## src/rtl/katadc_serial_config_ctrl_if.sv

```systemverilog
// Request/status bundle between the OPB register block, the auto calibration
// engine and the ADC serial configuration sequencer.
interface katadc_serial_config_ctrl_if;
  logic        host_start;
  logic [3:0]  host_addr;
  logic [15:0] host_data;
  logic        host_idle;
  logic        host_overrun;
  logic        auto_start;
  logic [3:0]  auto_addr;
  logic [15:0] auto_data;
  logic        auto_busy;

  modport master (
    output host_start, host_addr, host_data,
    output auto_start, auto_addr, auto_data,
    input  host_idle, host_overrun, auto_busy
  );

  modport slave (
    input  host_start, host_addr, host_data,
    input  auto_start, auto_addr, auto_data,
    output host_idle, host_overrun, auto_busy
  );
endinterface

```

## src/rtl/katadc_serial_config_ctrl.sv

```systemverilog
// ADC 3-wire configuration port sequencer: arbitrates host/auto write requests
// and shifts each {addr,data} frame out MSB first on sclk/sdata/sen_n.
module katadc_serial_config_ctrl #(
  parameter int CLK_DIV    = 4,
  parameter int FRAME_BITS = 20
) (
  input  logic                        OPB_Clk,
  input  logic                        OPB_Rst,
  katadc_serial_config_ctrl_if.slave  cfg,
  output logic                        adc_sclk,
  output logic                        adc_sdata,
  output logic                        adc_sen_n
);

  localparam int DIV_W = 8;
  localparam int BIT_W = $clog2(FRAME_BITS);
  localparam logic [DIV_W-1:0] DIV_LAST = DIV_W'(CLK_DIV - 1);
  localparam logic [BIT_W-1:0] BIT_LAST = BIT_W'(FRAME_BITS - 1);

  typedef enum logic [2:0] {
    ST_IDLE,
    ST_SETUP,
    ST_SHIFT,
    ST_HOLD,
    ST_GAP
  } state_t;

  typedef enum logic [1:0] {
    OWN_NONE,
    OWN_HOST,
    OWN_AUTO
  } owner_t;

  state_t                state_q, state_d;
  owner_t                owner_q, owner_d;
  logic [DIV_W-1:0]      div_cnt_q, div_cnt_d;
  logic                  phase_q, phase_d;
  logic [BIT_W-1:0]      bit_cnt_q, bit_cnt_d;
  logic [FRAME_BITS-1:0] shreg_q, shreg_d;
  logic [FRAME_BITS-1:0] host_slot_q, auto_slot_q;
  logic                  host_vld_q, host_vld_d;
  logic                  auto_vld_q, auto_vld_d;
  logic                  overrun_q, overrun_d;
  logic                  host_idle_q, auto_busy_q;
  logic                  sclk_q, sdata_q, sen_n_q;
  logic                  host_cap, auto_cap;
  logic                  grant_host, grant_auto;
  logic                  unit_end;

  // A start only lands in an empty slot; a full slot drops the request.
  assign host_cap = cfg.host_start & ~host_vld_q;
  assign auto_cap = cfg.auto_start & ~auto_vld_q;
  assign unit_end = (div_cnt_q == DIV_LAST);

  always_comb begin : fsm_next
    state_d    = state_q;
    owner_d    = owner_q;
    div_cnt_d  = div_cnt_q;
    phase_d    = phase_q;
    bit_cnt_d  = bit_cnt_q;
    shreg_d    = shreg_q;
    grant_host = 1'b0;
    grant_auto = 1'b0;

    case (state_q)
      ST_IDLE: begin
        div_cnt_d = '0;
        phase_d   = 1'b0;
        bit_cnt_d = '0;
        owner_d   = OWN_NONE;
        if (host_vld_q) begin
          grant_host = 1'b1;
          state_d    = ST_SETUP;
          shreg_d    = host_slot_q;
          owner_d    = OWN_HOST;
        end else if (auto_vld_q) begin
          grant_auto = 1'b1;
          state_d    = ST_SETUP;
          shreg_d    = auto_slot_q;
          owner_d    = OWN_AUTO;
        end
      end
      ST_SETUP: begin
        if (unit_end) begin
          div_cnt_d = '0;
          state_d   = ST_SHIFT;
        end else begin
          div_cnt_d = div_cnt_q + 1'b1;
        end
      end
      ST_SHIFT: begin
        if (unit_end) begin
          div_cnt_d = '0;
          phase_d   = ~phase_q;
          // Data advances as sclk falls, so the ADC sees it stable for a full low phase.
          if (phase_q) begin
            shreg_d   = {shreg_q[FRAME_BITS-2:0], 1'b0};
            bit_cnt_d = bit_cnt_q + 1'b1;
            if (bit_cnt_q == BIT_LAST) begin
              state_d = ST_HOLD;
            end
          end
        end else begin
          div_cnt_d = div_cnt_q + 1'b1;
        end
      end
      ST_HOLD: begin
        if (unit_end) begin
          div_cnt_d = '0;
          state_d   = ST_GAP;
        end else begin
          div_cnt_d = div_cnt_q + 1'b1;
        end
      end
      ST_GAP: begin
        if (unit_end) begin
          div_cnt_d = '0;
          state_d   = ST_IDLE;
          owner_d   = OWN_NONE;
        end else begin
          div_cnt_d = div_cnt_q + 1'b1;
        end
      end
      default: begin
        state_d = ST_IDLE;
        owner_d = OWN_NONE;
      end
    endcase

    host_vld_d = (host_vld_q & ~grant_host) | host_cap;
    auto_vld_d = (auto_vld_q & ~grant_auto) | auto_cap;
    overrun_d  = overrun_q | (cfg.host_start & host_vld_q);
  end

  // Control state and pin drivers; pins are registered from next-state so they never glitch.
  always_ff @(posedge OPB_Clk) begin
    if (OPB_Rst) begin
      state_q     <= ST_IDLE;
      owner_q     <= OWN_NONE;
      div_cnt_q   <= '0;
      phase_q     <= 1'b0;
      bit_cnt_q   <= '0;
      host_vld_q  <= 1'b0;
      auto_vld_q  <= 1'b0;
      overrun_q   <= 1'b0;
      host_idle_q <= 1'b1;
      auto_busy_q <= 1'b0;
      sclk_q      <= 1'b0;
      sdata_q     <= 1'b0;
      sen_n_q     <= 1'b1;
    end else begin
      state_q     <= state_d;
      owner_q     <= owner_d;
      div_cnt_q   <= div_cnt_d;
      phase_q     <= phase_d;
      bit_cnt_q   <= bit_cnt_d;
      host_vld_q  <= host_vld_d;
      auto_vld_q  <= auto_vld_d;
      overrun_q   <= overrun_d;
      host_idle_q <= ~(host_vld_d | (owner_d == OWN_HOST));
      auto_busy_q <= auto_vld_d | (owner_d == OWN_AUTO);
      sclk_q      <= (state_d == ST_SHIFT) & phase_d;
      sdata_q     <= ((state_d == ST_SETUP) | (state_d == ST_SHIFT)) & shreg_d[FRAME_BITS-1];
      sen_n_q     <= ~((state_d == ST_SETUP) | (state_d == ST_SHIFT) | (state_d == ST_HOLD));
    end
  end

  always_ff @(posedge OPB_Clk) begin
    shreg_q <= shreg_d;
    if (host_cap) begin
      host_slot_q <= {cfg.host_addr, cfg.host_data};
    end
    if (auto_cap) begin
      auto_slot_q <= {cfg.auto_addr, cfg.auto_data};
    end
  end

  assign cfg.host_idle    = host_idle_q;
  assign cfg.auto_busy    = auto_busy_q;
  assign cfg.host_overrun = overrun_q;
  assign adc_sclk         = sclk_q;
  assign adc_sdata        = sdata_q;
  assign adc_sen_n        = sen_n_q;

endmodule

```

## src/flat_wrapper.sv

```systemverilog
// flat-port wrapper written by rule: the top's interface ports become plain ports
module katadc_serial_config_ctrl_flat 
#(
  parameter int CLK_DIV    = 4,
  parameter int FRAME_BITS = 20
)
  (OPB_Clk, OPB_Rst, adc_sclk, adc_sdata, adc_sen_n, cfg_host_start, cfg_host_addr, cfg_host_data, cfg_auto_start, cfg_auto_addr, cfg_auto_data, cfg_host_idle, cfg_host_overrun, cfg_auto_busy);
  katadc_serial_config_ctrl_if cfg_i ();
  input  logic OPB_Clk;
  input  logic OPB_Rst;
  output logic adc_sclk;
  output logic adc_sdata;
  output logic adc_sen_n;
  input wire logic [$bits(cfg_i.host_start)-1:0] cfg_host_start;
  input wire logic [$bits(cfg_i.host_addr)-1:0] cfg_host_addr;
  input wire logic [$bits(cfg_i.host_data)-1:0] cfg_host_data;
  input wire logic [$bits(cfg_i.auto_start)-1:0] cfg_auto_start;
  input wire logic [$bits(cfg_i.auto_addr)-1:0] cfg_auto_addr;
  input wire logic [$bits(cfg_i.auto_data)-1:0] cfg_auto_data;
  output wire logic [$bits(cfg_i.host_idle)-1:0] cfg_host_idle;
  output wire logic [$bits(cfg_i.host_overrun)-1:0] cfg_host_overrun;
  output wire logic [$bits(cfg_i.auto_busy)-1:0] cfg_auto_busy;
  assign cfg_i.host_start = cfg_host_start;
  assign cfg_i.host_addr = cfg_host_addr;
  assign cfg_i.host_data = cfg_host_data;
  assign cfg_i.auto_start = cfg_auto_start;
  assign cfg_i.auto_addr = cfg_auto_addr;
  assign cfg_i.auto_data = cfg_auto_data;
  assign cfg_host_idle = cfg_i.host_idle;
  assign cfg_host_overrun = cfg_i.host_overrun;
  assign cfg_auto_busy = cfg_i.auto_busy;
  katadc_serial_config_ctrl #(.CLK_DIV(CLK_DIV), .FRAME_BITS(FRAME_BITS)) u_core (.OPB_Clk(OPB_Clk), .OPB_Rst(OPB_Rst), .cfg(cfg_i), .adc_sclk(adc_sclk), .adc_sdata(adc_sdata), .adc_sen_n(adc_sen_n));
endmodule
```

## config.mk

```make
export PLATFORM = sky130hd
export DESIGN_NAME = katadc_serial_config_ctrl_flat
export DESIGN_NICKNAME = d
export VERILOG_FILES = /design/src/rtl/katadc_serial_config_ctrl_if.sv /design/src/rtl/katadc_serial_config_ctrl.sv /design/src/flat_wrapper.sv
export SDC_FILE = /design/constraint.sdc
export NUM_CORES = 1
export LEC_CHECK = 0
export CORE_UTILIZATION = 56
export DETAILED_ROUTE_END_ITERATION = 10
export DONT_BUFFER_PORTS = 1
export PLACE_DENSITY = 0.76
export REMOVE_ABC_BUFFERS = 1
export SYNTH_ARGS = -nofsm -noshare
export SYNTH_HDL_FRONTEND = slang
export SYNTH_SLANG_ARGS = --single-unit
```

## constraint.sdc

```tcl
create_clock -name OPB_Clk -period 2.2 [get_ports OPB_Clk]
set_input_delay 0.55 -clock OPB_Clk [delete_from_list [all_inputs] [get_ports OPB_Clk]]
set_output_delay 0.55 -clock OPB_Clk [all_outputs]
set_load 0.01 [all_outputs]
```

==> out/qor.yml, run 1 <==
leakagePower_nw: 1.40
synth_top_cell_area_share_pct: 51.9
r2r_cells: 6
synth_area_um2: 3410
vias_per_cell: 5.70
grt_pass1_vias: 2021
rows: 28
die_h_um: 80.1
final_hold_viol_count: 0
cts_root_buffer: "clkbuf_8"
syn-mean-instance-area_um2: 12.1
overflow: 0
wl_per_cell_um: 15.1
synth_edf_count: 59
final_area_um2: 3830
track_usage_pct: 20.1
hp-start: "OPB_Rst"
final_cell_mix: "59 x edfxtp_1, 45 x nand2_1, 26 x dfxtp_1"
tightest_slew_ns: 0.498
post-route-period-util_pct: 96.8
ys.warnings.count: 0
synth-seq-cells: 87
r2r_slack_ns: 0.07
crit_fanout: 5
drc_errors: 0
irDropWorstVdd_mv: 0.593
antenna_found_initial: 0
clockBufferDepth: 2
synthCells: 282
ant_nets: 0
gp_congestion: 0.823
grt_max_degree: 26
n_antenna_cell: 0
path_clk_slew_ns: 0.09
ios: 50
synth_top_cell_by_area: "edfxtp_1"
setup_viol_count_final: 0
initial_core_util_pct: 58.0
portBuffers: 0
min_period_ns: 2.13
end_kind: "register"
finClkSkew_ns: 0.0102
coreArea_um2: 5890
max_stage_delay_ns: 0.47
post_cts_buffers: 0
clock_sinks: 87
seq_area_frac_synth_pct: 68.3
power_mw: 3.43
rsz0062_at_grt: "false"
wl_um: 5640
dp_hpwl_um: 3850
dieArea_um2: 6410
die_x_um: 80.1
nFillCells: 451
drive_above_1_share_pct: 14.4
status: "complete, no violations"
p_per_area_nw_per_um2: 897
hold_path_depth: 1
placed_cell_area_um2: 3590
crit_slowest_cell: "or4b_4"
cts_hold_buf: 0
setup.worst_path.start_class: "register"
grt_first_pass_wirelength_um: 9380
cts_tree: "done"
syn_to_final_growth_pct: 12.1
maxSlewViolCount: 0
relSlewSlack_pct: 66.6
clkLatencyLatePin_ns: 0.35
crit_type: "reg -> reg"
fmax_mhz: 469
drt_iter0_drc: 174
cts-buffers-inserted: 9
worstHoldPathType: "in -> reg"
ys.flop_type: "edfxtp_1"
required_ns: 2.45
synthArstFlopShare_pct: 0
cp.arrival_ns: 2.38
r2r_start: "u_core.div_cnt_q[0]"
nets: 339
min_to: "u_core.div_cnt_q[1]"
reg2reg_to: "u_core.adc_sdata"
layout_commonest_cell: "edfxtp_1"
pre_cts_ws_ns: 0.0410
finalWorstSetupSlack_ns: 0.0700
num_vias: 2126
drv_cap: 0
synth.area.top_cells: "edfxtp_1 52%, dfxtp_1 16%, nand2_1 4.9%"
cp_cell_sequence: "ha_2, or4b_4, or3_4, and3_1, a211o_1, and3b_1"
cts.htree.levels: 3
ys_types: 43
first_pass_iters: 4
## kinds of logic after synthesis
logic type	Yosys count	share of synthesized area [%]
multiplexers	2	0.586
AO/OA/AOI/OAI	57	11.3
flip-flops	87	68.3
buffers and inverters	16	1.83
XOR/XNOR	4	1.03
adder cells (fa/ha/maj)	2	0.733
AND/OR/NAND/NOR	114	16.2
## synth_stat cells (all sizes together), types with 2 or more instances
master and number:
edfxtp 59, nand2 45, dfxtp 28, nor2 22
a22oi 19, a21oi 12, nor3 12, clkbuf 11
nand3 9, o21ai 9, nor3b 6, and3 4
nor2b 4, xnor2 4, buf 3, or3 3
a211oi 2, a21o 2, a311oi 2, a31oi 2
and2 2, ha 2, inv 2, mux2i 2
o211ai 2
## worst max path at each step
stage / from / end / slack (ns) / depth (start not counted)
floorplan: u_core.state_q[2] / u_core.cfg.auto_busy / -0.30 / 4
global placement: u_core.div_cnt_q[0] / u_core.adc_sdata / 0.08 / 6
detailed placement: u_core.div_cnt_q[0] / u_core.adc_sdata / 0.04 / 6
CTS: u_core.div_cnt_q[0] / u_core.adc_sdata / 0.04 / 6
global route: u_core.div_cnt_q[0] / u_core.adc_sdata / 0.0001 / 6
finish: u_core.div_cnt_q[0] / u_core.adc_sdata / 0.07 / 6
## critical path, delay by kind of cell (launching register included)
family	cells	cell delay [ns]
flip-flops	1	0.36
AND/OR/NAND/NOR	4	1.21
adder cells (fa/ha/maj)	1	0.20
AO/OA/AOI/OAI	1	0.27
## metal layers
| metal | global-route usage [%] | part of all wire [%] |
|---|---|---|
| met1 | 25.1 | 43 |
| met2 | 32.1 | 50 |
| met3 | 5.00 | 4.7 |
| met4 | 10.7 | 1.9 |
| met5 | 0 | 0 |
## per-stage QoR
stage	hold slack (ns)	utilization [%]	TNS [ns]	instances
floorplan	0.437	-	-6.11	268
global placement	0.461	61.1	0	357
detailed placement	0.478	61.1	0	357
CTS	0.249	64.9	0	373
global route	0.243	65.0	0	373
finish	0.263	65.0	0	373
## layout make-up
| cell class | instances | area (µm²) | area share, % |
|---|---|---|---|
| sequential | 87 | 2330 | 61.0 |
| multi-input combinational | 179 | 1030 | 27.0 |
| timing repair buffer | 14 | 130 | 3.40 |
| clock buffer | 9 | 124 | 3.24 |
| clock inverter | 7 | 103 | 2.68 |
| tap | 75 | 93.8 | 2.45 |
| inverter | 2 | 7.51 | 0.196 |
## flip-flops by register name (all words and copies together), names as in the netlist, 2 cells and up
name and flops:
u_core.div_cnt_q 8, u_core.state_q 3, u_core.shreg_q 20, u_core.bit_cnt_q 5, u_core.host_slot_q 20, u_core.owner_q 2, u_core.auto_slot_q 20
## power breakdown
part / switching, mW / leakage (nW) / internal [mW] / total [mW]
clock: 0.571 / 0.116 / 0.655 / 1.23
sequential: 0.0546 / 0.801 / 1.90 / 1.95
combinational: 0.151 / 0.479 / 0.103 / 0.255
## repair_timing
item	4_1_cts	5_1_grt
gates resized for setup	0	4
setup endpoints to repair	0	19
endpoints found under the hold margin	0	0
Note: power is estimated with default switching activity, not from simulation.
==> run 2, diff against run 1 <==
Settings changed: CORE_MARGIN set to 2.
==> run 2 against run 1 <==
Effect of this change:
- clock power down 12%
- clock-buffer cell count is the same
- combinational power up 7%
- highest routed layer unchanged
- first-iteration DRC count fell by 16%
- clock skew rose by 0.0032 ns
- global-route usage is 0.92 points lower
- wire length is 6.8% higher
- setup slack got worse by 0.017 ns
- sequential share of layout area shrank 0.080 points
- via count is 1.6% higher
- register-to-register slack got worse by 0.02 ns
==> out/qor.yml, run 2 (synthesis gave the netlist of run 1 again) <==
status: "complete, no violations"
cp.depth: 6  # unchanged
ios: 50  # unchanged
cts-buffers-inserted: 9  # unchanged
grt_first_pass_wirelength_um: 9370  # about the same
portBuffers: 0  # unchanged
clock_sinks: 87  # unchanged
num_vias: 2161  # +1.6%
first_pass_iters: 4  # unchanged
cts_tree: "done"
path_clk_slew_ns: 0.10  # about the same
dp_hpwl_um: 4070  # +5.7%
relSlewSlack_pct: 66.9  # +0.32 points
irDropWorstVdd_mv: 0.702  # +18%
path_delay_family: "simple AND/OR/NAND/NOR gates"
coreArea_um2: 5920  # +0.60%
cts_root_buffer: "clkbuf_8"
wl_per_cell_um: 16.0  # +6.0%
track_usage_pct: 19.2  # -0.92 points
grt_pass1_vias: 1994  # -1.3%
p_per_area_nw_per_um2: 861  # -4.0%
rows: 28  # unchanged
gp_congestion: 0.821  # -0.24%
worstHoldPathType: "in -> reg"
leakagePower_nw: 1.41  # +0.78%
maxSlewViolCount: 0  # unchanged
r2r_cells: 6  # unchanged
initial_core_util_pct: 57.7  # -0.34 points
antenna_found_initial: 0  # unchanged
top_regs: "u_core.auto_slot_q (20), u_core.host_slot_q (20), u_core.shreg_q (20)"
cts.htree.levels: 3  # unchanged
layout_commonest_cell: "edfxtp_1"
drt_iter0_drc: 147  # -16%
syn_to_final_growth_pct: 12.2
finClkSkew_ns: 0.0134  # +0.00318 ns
final_hold_viol_count: 0  # unchanged
tightest_slew_ns: 0.493  # -0.00471 ns
vias_per_cell: 5.75  # +0.84%
hold_slack_ns: 0.244  # -0.0190 ns
final_cell_mix: "59 x edfxtp_1, 45 x nand2_1, 26 x dfxtp_1"
crit_type: "reg -> reg"
end_kind: "register"
overflow: 0  # unchanged
clockBufferDepth: 2  # unchanged
crit_buf_inv: 0  # unchanged
drc_errors: 0  # unchanged
setup_viol_count_final: 0  # unchanged
hold_path_depth: 1  # unchanged
grt_max_degree: 26  # unchanged
n_antenna_cell: 0  # unchanged
ant_nets: 0  # unchanged
drv_cap: 0  # unchanged
nets: 342  # +0.88%
clkLatencyLatePin_ns: 0.36  # about the same
pre_cts_ws_ns: 0.0523  # +0.0113 ns
cts_hold_buf: 0  # unchanged
required_ns: 2.45  # about the same
finalWorstSetupSlack_ns: 0.0534  # -0.0166 ns
drive_above_1_share_pct: 14.6  # +0.19 points
die_h_um: 82.1  # +2.5%
setup.worst_path.start_class: "register"
post-route-period-util_pct: 97.6  # +0.75 points
die_x_um: 82.1  # +2.5%
fmax_mhz: 466  # -0.77%
min_period_ns: 2.15  # +0.0166 ns
cp_cell_sequence: "ha_1, or4b_4, or3_4, and3_1, a211o_1, and3b_1"
wl_um: 6030  # +6.8%
dieArea_um2: 6740  # +5.1%
max_stage_delay_ns: 0.49  # +0.02 ns
crit_slowest_cell: "or4b_4"
cp.arrival_ns: 2.40  # +0.02 ns
crit_fanout: 5  # unchanged
## run 2: cell types whose count changed in the layout (fill, tap and decap cells not counted), sizes merged
cell,change
clkinv,+1
bufinv,-2
buf,+3
inv,+1
## run 2: area by class of cell
type                    count  area [µm²]
repair buffers             17         165
well taps                  75        93.8
multi-input cells         179        1030
clock inverters             7        76.3
inverters                   2        7.51
fillers                   430        2090
flip-flops and latches     87        2330
clock buffers               9         124
## run 2: final timing paths
| kind | start | endpoint | slack [ns] |
|---|---|---|---|
| max | u_core.div_cnt_q[0] | u_core.adc_sdata | 0.05 |
| min reg2reg | u_core.bit_cnt_q[1] | u_core.bit_cnt_q[1] | 0.51 |
| min | OPB_Rst | u_core.state_q[2] | 0.24 |
| max reg2reg | u_core.div_cnt_q[0] | u_core.adc_sdata | 0.05 |
## run 2: power by group
part | internal [mW] | switching (mW)
registers | 1.90 | 0.0526
clock network | 0.451 | 0.628
logic | 0.111 | 0.160
## run 2: per-layer routing
layer / routed length, µm / GRT usage (%) / vias up
li1: - / - / 1073
met4: 21 / 5.67 / 0
met1: 2730 / 25.4 / 1027
met5: 0 / 0 / -
met3: 296 / 7.58 / 2
met2: 2980 / 29.3 / 59
## run 2: per-stage QoR
step | instance area, µm² | power [mW] | TNS, ns | cells | utilization, %
floorplan | 3360 | 2.14 | -6.11 | 268 | -
global placement | 3610 | 2.24 | 0 | 357 | 60.9
detailed placement | 3610 | 2.25 | 0 | 357 | 60.9
CTS | 3810 | 3.32 | 0 | 373 | 64.3
global route | 3830 | 3.42 | -0.0162 | 376 | 64.7
finish | 3830 | 3.30 | 0 | 376 | 64.7
## run 2: repair_timing
item                                    4_1_cts  5_1_grt
endpoints found under the setup margin        0        1
endpoints found under the hold margin         0        0
buffers inserted                              0        3
resized for setup                             0        2
